===== src/rtl/unary_dot_pkg.sv =====
// rtl/unary_dot_pkg.sv - shared state type, result sizing and popcount for the unary dot engine
package unary_dot_pkg;

  typedef enum logic [1:0] {
    IDLE = 2'd0,
    RUN  = 2'd1,
    DONE = 2'd2
  } state_t;

  // Widest lane vector the popcount helper handles; LANES must not exceed it.
  localparam int POP_MAX = 64;

  // Full product width plus enough headroom to sum every lane without overflow.
  function automatic int acc_width(input int width, input int lanes);
    return 2 * width + $clog2(lanes);
  endfunction

  // Number of set bits; narrower lane vectors are zero-extended by the caller.
  function automatic int unsigned popcount(input logic [POP_MAX-1:0] v);
    int unsigned n;
    n = 0;
    for (int i = 0; i < POP_MAX; i++) begin
      n = n + 32'(v[i]);
    end
    return n;
  endfunction

endpackage


===== src/rtl/unary_lane.sv =====
// rtl/unary_lane.sv - one product lane emitting |w|*|x| back-to-back pulses (sign flag under UNARY_DOT_SIGNED_EN)
module unary_lane #(
  parameter int WIDTH = 4
) (
  input  logic             clk,
  input  logic             reset_n,
  input  logic             load,
  input  logic             en,
  input  logic [WIDTH-1:0] w,
  input  logic [WIDTH-1:0] x,
  output logic             pulse,
  output logic             last
`ifdef UNARY_DOT_SIGNED_EN
  ,
  output logic             neg
`endif
);

  logic [WIDTH-1:0] outer;
  logic [WIDTH-1:0] inner;
  logic [WIDTH-1:0] reload;
  logic [WIDTH-1:0] w_mag;
  logic [WIDTH-1:0] x_mag;

`ifdef UNARY_DOT_SIGNED_EN
  // Two's complement magnitude; the most-negative value maps to 2^(WIDTH-1),
  // which still fits as an unsigned WIDTH-bit count.
  assign w_mag = w[WIDTH-1] ? ((~w) + WIDTH'(1)) : w;
  assign x_mag = x[WIDTH-1] ? ((~x) + WIDTH'(1)) : x;
`else
  assign w_mag = w;
  assign x_mag = x;
`endif

  // A lane with either counter at zero is idle; zero operands and disabled
  // lanes are loaded as all-zero so they never pulse.
  assign pulse = (outer != '0) && (inner != '0);
  assign last  = pulse && (inner == WIDTH'(1)) && (outer == WIDTH'(1));

  // Outer counts rows of |x| pulses; the inner reload on the last pulse of a
  // row keeps the stream free of bubbles.
  always_ff @(posedge clk or negedge reset_n) begin
    if (!reset_n) begin
      outer  <= '0;
      inner  <= '0;
      reload <= '0;
    end else if (load) begin
      if (en && (w_mag != '0) && (x_mag != '0)) begin
        outer  <= w_mag;
        inner  <= x_mag;
        reload <= x_mag;
      end else begin
        outer  <= '0;
        inner  <= '0;
        reload <= '0;
      end
    end else if (pulse) begin
      if (inner == WIDTH'(1)) begin
        if (outer == WIDTH'(1)) begin
          outer <= '0;
          inner <= '0;
        end else begin
          outer <= outer - WIDTH'(1);
          inner <= reload;
        end
      end else begin
        inner <= inner - WIDTH'(1);
      end
    end
  end

`ifdef UNARY_DOT_SIGNED_EN
  // Product sign is captured once per job; it only matters while pulsing.
  always_ff @(posedge clk or negedge reset_n) begin
    if (!reset_n) begin
      neg <= 1'b0;
    end else if (load) begin
      neg <= w[WIDTH-1] ^ x[WIDTH-1];
    end
  end
`endif

endmodule


===== src/rtl/unary_dot_engine.sv =====
// rtl/unary_dot_engine.sv - unary dot-product engine top: FSM, handshakes, popcount accumulator (signed mode: UNARY_DOT_SIGNED_EN)
module unary_dot_engine
  import unary_dot_pkg::*;
#(
  parameter int WIDTH = 4,
  parameter int LANES = 16,
  parameter int ACC_W = acc_width(WIDTH, LANES)
) (
  input  logic                   clk,
  input  logic                   reset_n,
  input  logic                   in_valid,
  output logic                   in_ready,
  input  logic [LANES-1:0]       lane_en,
  input  logic [LANES*WIDTH-1:0] w,
  input  logic [LANES*WIDTH-1:0] x,
  output logic                   out_valid,
  input  logic                   out_ready,
  output logic [ACC_W-1:0]       result
);

  state_t           state_q;
  state_t           state_d;
  logic             accept;
  logic             more_work;
  logic [LANES-1:0] pulse_vec;
  logic [LANES-1:0] last_vec;
  logic [ACC_W-1:0] acc_q;
  logic [ACC_W-1:0] acc_delta;
`ifdef UNARY_DOT_SIGNED_EN
  logic [LANES-1:0] neg_vec;
  logic [ACC_W-1:0] pos_cnt;
  logic [ACC_W-1:0] neg_cnt;
`endif

  for (genvar i = 0; i < LANES; i++) begin : g_lane
    unary_lane #(
      .WIDTH(WIDTH)
    ) u_lane (
      .clk    (clk),
      .reset_n(reset_n),
      .load   (accept),
      .en     (lane_en[i]),
      .w      (w[i*WIDTH +: WIDTH]),
      .x      (x[i*WIDTH +: WIDTH]),
      .pulse  (pulse_vec[i]),
      .last   (last_vec[i])
`ifdef UNARY_DOT_SIGNED_EN
      ,
      .neg    (neg_vec[i])
`endif
    );
  end

  // Some lane is still pulsing after this cycle, so RUN must continue.
  assign more_work = |(pulse_vec & ~last_vec);

`ifdef UNARY_DOT_SIGNED_EN
  assign pos_cnt   = ACC_W'(popcount(POP_MAX'(pulse_vec & ~neg_vec)));
  assign neg_cnt   = ACC_W'(popcount(POP_MAX'(pulse_vec & neg_vec)));
  assign acc_delta = pos_cnt - neg_cnt;
`else
  assign acc_delta = ACC_W'(popcount(POP_MAX'(pulse_vec)));
`endif

  assign result = acc_q;

  // State register.
  always_ff @(posedge clk or negedge reset_n) begin
    if (!reset_n) begin
      state_q <= IDLE;
    end else begin
      state_q <= state_d;
    end
  end

  // Next state and handshakes; DONE can consume and accept on the same edge.
  always_comb begin
    state_d   = state_q;
    in_ready  = 1'b0;
    out_valid = 1'b0;
    case (state_q)
      IDLE: begin
        in_ready = 1'b1;
        if (in_valid) begin
          state_d = RUN;
        end
      end
      RUN: begin
        if (!more_work) begin
          state_d = DONE;
        end
      end
      DONE: begin
        out_valid = 1'b1;
        in_ready  = out_ready;
        if (out_ready) begin
          state_d = in_valid ? RUN : IDLE;
        end
      end
      default: begin
        state_d = IDLE;
      end
    endcase
    accept = in_valid && in_ready;
  end

  // Accumulator clears on accept and sums lane pulses only while running,
  // so the result is frozen throughout DONE.
  always_ff @(posedge clk or negedge reset_n) begin
    if (!reset_n) begin
      acc_q <= '0;
    end else if (accept) begin
      acc_q <= '0;
    end else if (state_q == RUN) begin
      acc_q <= acc_q + acc_delta;
    end
  end

endmodule


===== config.mk =====
export PLATFORM = sky130hd
export DESIGN_NAME = unary_dot_engine
export DESIGN_NICKNAME = d
export VERILOG_FILES = /design/src/rtl/unary_dot_pkg.sv /design/src/rtl/unary_lane.sv /design/src/rtl/unary_dot_engine.sv
export SDC_FILE = /design/constraint.sdc
export NUM_CORES = 1
export LEC_CHECK = 0
export CAP_MARGIN = 40
export CELL_PAD_IN_SITES_DETAIL_PLACEMENT = 1
export CELL_PAD_IN_SITES_GLOBAL_PLACEMENT = 2
export CORE_MARGIN = 2
export CORE_UTILIZATION = 33
export CTS_CLUSTER_DIAMETER = 200
export DETAILED_ROUTE_END_ITERATION = 6
export PLACE_DENSITY = 0.76
export SKIP_LAST_GASP = 1
export SYNTH_ARGS = -nofsm -noshare
export SYNTH_HDL_FRONTEND = slang
export SYNTH_HIERARCHICAL = 1
export SYNTH_SLANG_ARGS = --single-unit

===== constraint.sdc =====
create_clock -name clk -period 4.8 [get_ports clk]
set_input_delay 0.72 -clock clk [delete_from_list [all_inputs] [get_ports clk]]
set_output_delay 0.72 -clock clk [all_outputs]
set_load 0.01 [all_outputs]

==> summary.txt <==
count of max-cap constraint violations -> 0
Data required, critical path -> 5220 ps
die area -> 47200 sq um
clock tree from TritonCTS -> done
pin count of the biggest net entering global routing -> 79
number of flops mapped to enable cells by yosys -> 0
clock latency on the worst-skew pair -> 540 ps
number of distinct library cell variants in the gate-level netlist after synthesis -> 58
clock-pin transition on the worst setup and hold timing paths -> 60 ps
Num Clock Sinks -> 206
global-route wire length before repair -> 69900 um
total wire length after detailed routing -> 42000 um
Antenna Cells -> 0
register area -> 5150 sq um
leading area contributor after synthesis -> dfrtp_1
average footprint of a synthesized cell -> 9.11 sq um
post-placement worst setup slack -> -159 ps
RSZ-0062 raised after global routing -> yes
dominant cells by area after synthesis -> dfrtp_1, ha_1, nor3_1
Post-Synthesis Cell Area -> 15000 sq um
post-cts hold buffer count -> 0
Seq cells post-synth -> 206
Port Buf Inserts -> 161
maximum root-to-sink buffer count -> 3
count of vias placed by the detailed router -> 12772
area occupied by multi-input gates -> 8820 sq um
most common cell after layout, fill and taps aside -> dfrtp_1
Worst Setup Start Kind -> register
count of pins on the block boundary -> 162
type of destination of the critical path -> register
worst ir drop on vdd -> 0.000600 V
Max H-tree Level -> 1
signed area change from the synthesized netlist to the final layout -> 23.2%
Final Hold Violating Endpoints -> 0
startpoint-to-endpoint class of the critical path -> reg -> reg
Final #Nets -> 2110
commonest cells after routing, fill and taps aside -> dfrtp_1, clkdlybuf4s50_1, inv_1
fraction of registers with async set or reset after synthesis -> 1.00
floorplan die width -> 217 um
Filler Cells Inserted -> 5226
area inside the core boundary -> 45100 sq um
average wire per cell in the routed design -> 17.0 um
number of endpoints failing setup at the final stage -> 0
max_slew headroom -> 0.505
Min-Delay Path Class -> in -> async
post-layout minimum cycle time -> 4670 ps
peak fanout along the critical path -> 4
sequential fraction of the synthesis area -> 0.344
number of antenna-violating nets in the routed design -> 0
DRC -> 0
number of buffers created by CTS -> 27
height of the die -> 217 um
Routability Congestion -> 0.800
reg-to-reg setup timing slack -> 130 ps
Finished Core Util -> 0.410
leakage power of the design -> 0.00783 uW
power per unit of standard cell area -> 759 nW/um^2
via count of the first global-routing pass -> 13535
number of rows in the core area -> 78
outcome -> finished clean
FMAX -> 214 MHz
antenna violations before repair -> 0
share of layout cells above drive strength 1 -> 0.160
CP Data Arrival Time -> 5080 ps
max-slew violation count -> 0
net count after synthesis -> 1911
count of cells along the worst register-to-register path -> 16
cell at the root of the clock tree -> clkbuf_16
Synth Instances -> 1647
global-route usage over all layers -> 0.179
Detail Placement HPWL -> 31300 um
Syn. warnings -> 6
setup clock skew after layout -> 10.4 ps
effective utilization at floorplan -> 0.333
Pre-Repair DR Iteration Count -> 4
proportion of netlist area held by the largest area contributor -> 0.344
slew at the pin closest to its max-slew limit -> 735 ps
grt ovf -> 0
Avg Vias per Cell -> 5.18
Worst Slack Setup Final -> 132 ps
main flop type after synthesis -> dfrtp_1
final worst path period share -> 0.973
initial drt markers -> 531
==> worst max-delay path, cell delays in order (launching register included) <==
cell      delay [ps]
dfrtp_1          340
inv_1             70
ha_2             160
nor3b_4          150
a21oi_2          220
inv_2            100
fa_1             560
fa_1             430
fa_1             480
fa_1             520
fa_2             400
fa_2             360
nand2b_4         170
a21oi_4          190
o211ai_1         140
xor2_1           180
nor2_1            60
==> kinds of logic after synthesis <==
logic type,Yosys count,share of synthesized area
and+or+nand+nor,653,0.248
DFF,206,0.344
muxes,31,0.0207
adders and majority gates,116,0.103
AOI/OAI and AO/OA,393,0.198
buffers and inverters,225,0.0731
xor gates and xnor gates,23,0.0134
==> through the flow <==
step           setup TNS [ps]  area (sq um)  hold slack, ps  power (uW)  cells
4_1_cts                     0         18400            22.5       13600   2456
3_3_place_gp            -9.37         17400             466       10800   2404
5_1_grt                 -73.3         18500            29.9       15400   2465
2_1_floorplan               0         15000             424        9060   1647
3_5_place_dp             -405         17400             468       11200   2405
6_report                    0         18500            45.1       14000   2465
==> cell usage after synthesis, types with 15 or more instances <==
master / count
a211oi_2: 15
a21o_1: 46
a21oi_1: 73
a21oi_2: 60
a311o_1: 30
a31o_2: 32
a31oi_1: 16
and2_1: 16
buf_2: 16
buf_6: 31
clkbuf_1: 18
dfrtp_1: 206
ha_1: 104
inv_1: 159
mux2i_1: 31
nand2_1: 143
nand2b_1: 32
nand3_1: 62
nand4_1: 15
nor2_1: 123
nor3_1: 126
nor3_4: 15
nor3b_2: 16
nor3b_4: 15
nor4_1: 47
o21ai_0: 56
o311ai_1: 15
o32a_1: 15
or3b_1: 32
xor2_1: 18
==> routing by layer <==
layer	global-route usage	routed length, um	vias up
li1	-	-	6289
met1	0.236	19800	6307
met2	0.315	20300	125
met3	0.0211	1070	51
met4	0.0393	857	0
met5	0	0	-
==> worst paths after layout <==
path | start | end
max | g_lane[4].u_lane/outer[1]$_DFFE_PN0P_ | result[6]$_DFFE_PN0P_
min | reset_n | g_lane[0].u_lane/outer[3]$_DFFE_PN0P_
max reg2reg | g_lane[4].u_lane/outer[1]$_DFFE_PN0P_ | result[6]$_DFFE_PN0P_
min reg2reg | g_lane[11].u_lane/reload[3]$_DFFE_PN0P_ | g_lane[11].u_lane/reload[3]$_DFFE_PN0P_
max in group asynchronous | reset_n | g_lane[14].u_lane/inner[0]$_DFFE_PN0P_
min in group clk | g_lane[11].u_lane/reload[3]$_DFFE_PN0P_ | g_lane[11].u_lane/reload[3]$_DFFE_PN0P_
==> power breakdown <==
| group | switching (uW) | leakage, uW | internal (uW) |
|---|---|---|---|
| sequential | 745 | 0.00247 | 2440 |
| combinational | 4580 | 0.00490 | 4120 |
| clock | 804 | 0.000462 | 1340 |
| total | 6130 | 0.00783 | 7910 |
==> flip-flops by register name (all words and copies together) (netlist names) <==
| register | cells |
|---|---|
| result | 12 |
| state_q | 2 |
| g_lane.u_lane/reload | 64 |
| g_lane.u_lane/outer | 64 |
| g_lane.u_lane/inner | 64 |
==> area by class of cell <==
class | count | share of cell area
clock buffer | 35 | 0.0398
multi-input combinational | 1216 | 0.477
timing repair buffer | 235 | 0.121
tap | 600 | 0.0406
sequential | 206 | 0.279
clock inverter | 13 | 0.0105
inverter | 160 | 0.0325
==> repair_timing <==
item                                    CTS  global route
cloned                                    0             0
endpoints found under the setup margin    8             9
pin swaps                                 1             9
setup buffers                             3             9
resized for setup                         2            21
endpoints found under the hold margin     0             0
Power figures use the tool's default switching activity.
==> edit 1: new RTL, same flow settings <==
The package constant `POP_MAX` goes from 64 to 128.
--- a/src/rtl/unary_dot_pkg.sv
+++ b/src/rtl/unary_dot_pkg.sv
@@ -9,5 +9,5 @@
 
   // Widest lane vector the popcount helper handles; LANES must not exceed it.
-  localparam int POP_MAX = 64;
+  localparam int POP_MAX = 128;
 
   // Full product width plus enough headroom to sum every lane without overflow.
Function: not settled (the Yosys comparison gave no result); the edit may change what the design does.
==> edit 1 against the unedited design <==
Wire length shrank 0.50%; largest cell class unchanged; critical path depth up 1; sequential cell count did not move; setup slack improved by 0.016 ns; total power fell by 5.4%; combinational power is 7.6% lower; synthesized area about the same; clock power is 3% lower; hold slack gained 0.21 ns; design area decreased by 1.0%.
==> edit 1: results (changes against the unedited design) <==
| Metric | Value |
|---|---|
| Post-Syn Nets | `1906 (-0.26%)` |
| Non-clock inverter total of the final layout | `162 (+1.3%)` |
| Pleak | `0.007726 µW (-1.3%)` |
| Placed cell count | `2378 (-1.1%)` |
| GR Layer Usage met2 | `0.3218 (+0.006816)` |
| Xor and xnor fraction of the mapped netlist area | `0.01225 (-0.001178)` |
| Placed wire-length estimate | `31.07 mm (-0.85%)` |
| Vias | `12720 (-0.41%)` |
| Multi-input combinational area share | `0.4802 (+0.003113)` |
| GR Util All Layers | `0.1769 (-0.002324)` |
| Synth top area cells | `dfrtp_1, ha_1, nor3_1` |
| Buffer share of cell area | `0.1143 (-0.006271)` |
| Synth top cells by count | `dfrtp_1, inv_1, nand2_1` |
| Non-CTS buffers | `219 (-6.8%)` |
| Syn_area_per_cell | `9.143 µm² (+0.39%)` |
| Routability cong. | `0.7840 (-2.0%)` |
| M1 GR Usage | `0.2227 (-0.01291)` |
| Status | `finished clean` |
| Multi-input gate area | `8782 µm² (-0.38%)` |
| First-pass GRT wire length | `68.91 mm (-1.4%)` |
| Reg2reg start | `g_lane[4].u_lane/outer[0]` |
| Vias per cell | `5.202 (+0.40%)` |
| Resized cells post-CTS | `3 (+1)` |
| M1 WL | `18.73 mm (-5.3%)` |
| Post-synthesis mux area share | `0.02142 (+0.0007328)` |
| Synth Cell Area | `15010 µm² (about the same)` |
| Met3 usage | `0.01775 (-0.003354)` |
| Pre-CTS setup slack | `-0.09403 ns (+0.06483 ns)` |
| Rel. slew slack | `0.4006 (-0.1047)` |
| CP peak stage delay | `0.59 ns (+0.03 ns)` |
| Post-Synth Adder-Cell Area | `0.1027 (about the same)` |
| Share of layout cells above drive strength 1 | `0.1556 (-0.004230)` |
| NumNets Final | `2089 (-1.0%)` |
==> edit 1: changes by cell type in the layout (fill, tap and decap cells not counted), moves of 3 or more <==
cell and delta:
buf_4 -16, o22ai_1 +6, o21ai_0 -5, nor2_1 -8, inv_2 +3, nand2_1 +4, a211oi_1 -3, a21oi_1 -3
==> edit 1: worst paths after layout <==
| path | depth (start not counted) | slack, ns | endpoint |
|---|---|---|---|
| max | 17 | 0.15 | result[7] |
| min | 1 | 0.25 | g_lane[11].u_lane/outer[1] |
| max reg2reg | 17 | 0.15 | result[7] |
| min reg2reg | 1 | 0.48 | g_lane[10].u_lane/reload[3] |
| max in group asynchronous | 2 | 3.53 | g_lane[1].u_lane/outer[3] |
| min in group clk | 1 | 0.48 | g_lane[10].u_lane/reload[3] |
==> edit 1: where the power goes <==
part	internal, µW	switching, µW	leakage (µW)	total (µW)
logic	4030	4010	0.00485	8040
clock network	1270	799	0.000445	2070
registers	2410	754	0.00243	3170
==> edit 2: new RTL, same settings <==
Without the edit above. The option `UNARY_DOT_SIGNED_EN` is turned on by a define.
--- a/src/rtl/unary_lane.sv
+++ b/src/rtl/unary_lane.sv
@@ -1,3 +1,5 @@
 // rtl/unary_lane.sv - one product lane emitting |w|*|x| back-to-back pulses (sign flag under UNARY_DOT_SIGNED_EN)
+`define UNARY_DOT_SIGNED_EN
+
 module unary_lane #(
   parameter int WIDTH = 4
Formal check against the unedited RTL: not equivalent (a bounded check fails within 4 cycles, from zero or initial values and one cycle with reset_n low).
==> edit 2 against the unedited design <==
The run now ends with negative setup slack left; sequential cell count increased by 16; synthesized area increased by 20%; setup slack got worse by 1.2 ns; wire length increased by 32%; design area increased by 28%; synthesized cell count increased by 19%; fmax decreased by 20%; critical endpoint is now result[11]; largest cell class unchanged.
Power is not shown: default switching activity piles up to over one toggle a cycle in this logic, so the estimate is an artifact.
==> edit 2: results (changes against the unedited design) <==
| Metric | Value |
|---|---|
| Clock skew | `0.02106 ns (+0.01061 ns)` |
| Initial antenna violation count | `1 (+1)` |
| Status | `finished with violations` |
| Xor and xnor fraction of the mapped netlist area | `0.04346 (+0.03003)` |
| Post-synthesis mux area share | `0.01011 (-0.01057)` |
| Placed cell area | `22290 µm² (+28%)` |
| Setup Fix Bufs, Post-CTS | `12 (+9)` |
| Vias per cell | `5.337 (+3.0%)` |
| M1 WL | `24.85 mm (+26%)` |
| Worst slew pin tran | `0.9401 ns (+0.2048 ns)` |
| First-pass GRT wire length | `92.34 mm (+32%)` |
| Met3 usage | `0.01928 (-0.001826)` |
| GR Util All Layers | `0.1969 (+0.01764)` |
| Setup Total Neg Slack | `-7.600 ns (-7.600 ns)` |
| Placed wire-length estimate | `43.35 mm (+38%)` |
| Reg2reg start | `g_lane[2].u_lane/outer[0]` |
| Post-Synth Adder-Cell Area | `0.1440 (+0.04121)` |
| GR Layer Usage met2 | `0.3663 (+0.05129)` |
| Worst-Skew Late Latency | `0.57 ns (+0.03 ns)` |
| Final setup margin | `-1.042 ns (-1.174 ns)` |
| Arr. time, crit path | `6.30 ns (+1.22 ns)` |
| Routability cong. | `0.8200 (+2.5%)` |
| Final setup violation count | `10 (+10)` |
| Violated checks | `negative setup slack` |
| Routed WL | `55.49 mm (+32%)` |
| Seq/Total Area, Yosys | `0.3097 (-0.03394)` |
| Share of layout cells above drive strength 1 | `0.1884 (+0.02863)` |
| Synth top cells by count | `inv_1, dfrtp_1, nor3_1` |
| Pre-CTS setup slack | `-1.103 ns (-0.9440 ns)` |
| Post-synthesis compound-gate area fraction | `0.2149 (+0.01665)` |
| Met2 Wirelength | `28.44 mm (+40%)` |
| Resized cells post-CTS | `14 (+12)` |
| Synth top area cells | `dfrtp_1, ha_1, inv_1` |
| Yosys cell types | `56 (-3.4%)` |
| Clk pin slew, worst setup/hold paths | `0.06 ns (about the same)` |
| M1 GR Usage | `0.2463 (+0.01074)` |
[edit 2: path summary, 6_finish.rpt]
kind / to / slack, ns
worst max register to register: result[11] / -1.04
max in group asynchronous: g_lane[4].u_lane/inner[1] / 3.44
worst max-delay path: result[11] / -1.04
worst min register to register: g_lane[14].u_lane/reload[1] / 0.49
worst min-delay path: g_lane[13].u_lane/outer[2] / 0.21
min in group clk: g_lane[14].u_lane/reload[1] / 0.49
[edit 2: worst max-delay path, delay by kind of cell, from the launching register on]
family | cells | cell delay [ns]
AOI/OAI and AO/OA | 5 | 0.76
adders and majority gates | 9 | 3.56
buffers and inverters | 7 | 0.40
DFF | 1 | 0.36
and+or+nand+nor | 4 | 0.65
[edit 2: layout make-up]
cell class,count,area [µm²]
fill,6190,30230
multi-input combinational,1393,11300
sequential,222,5555
timing repair buffer,451,3847
inverter,262,983.4
clock buffer,42,887.1
tap,696,870.8
clock inverter,13,142.6
antenna,1,2.502
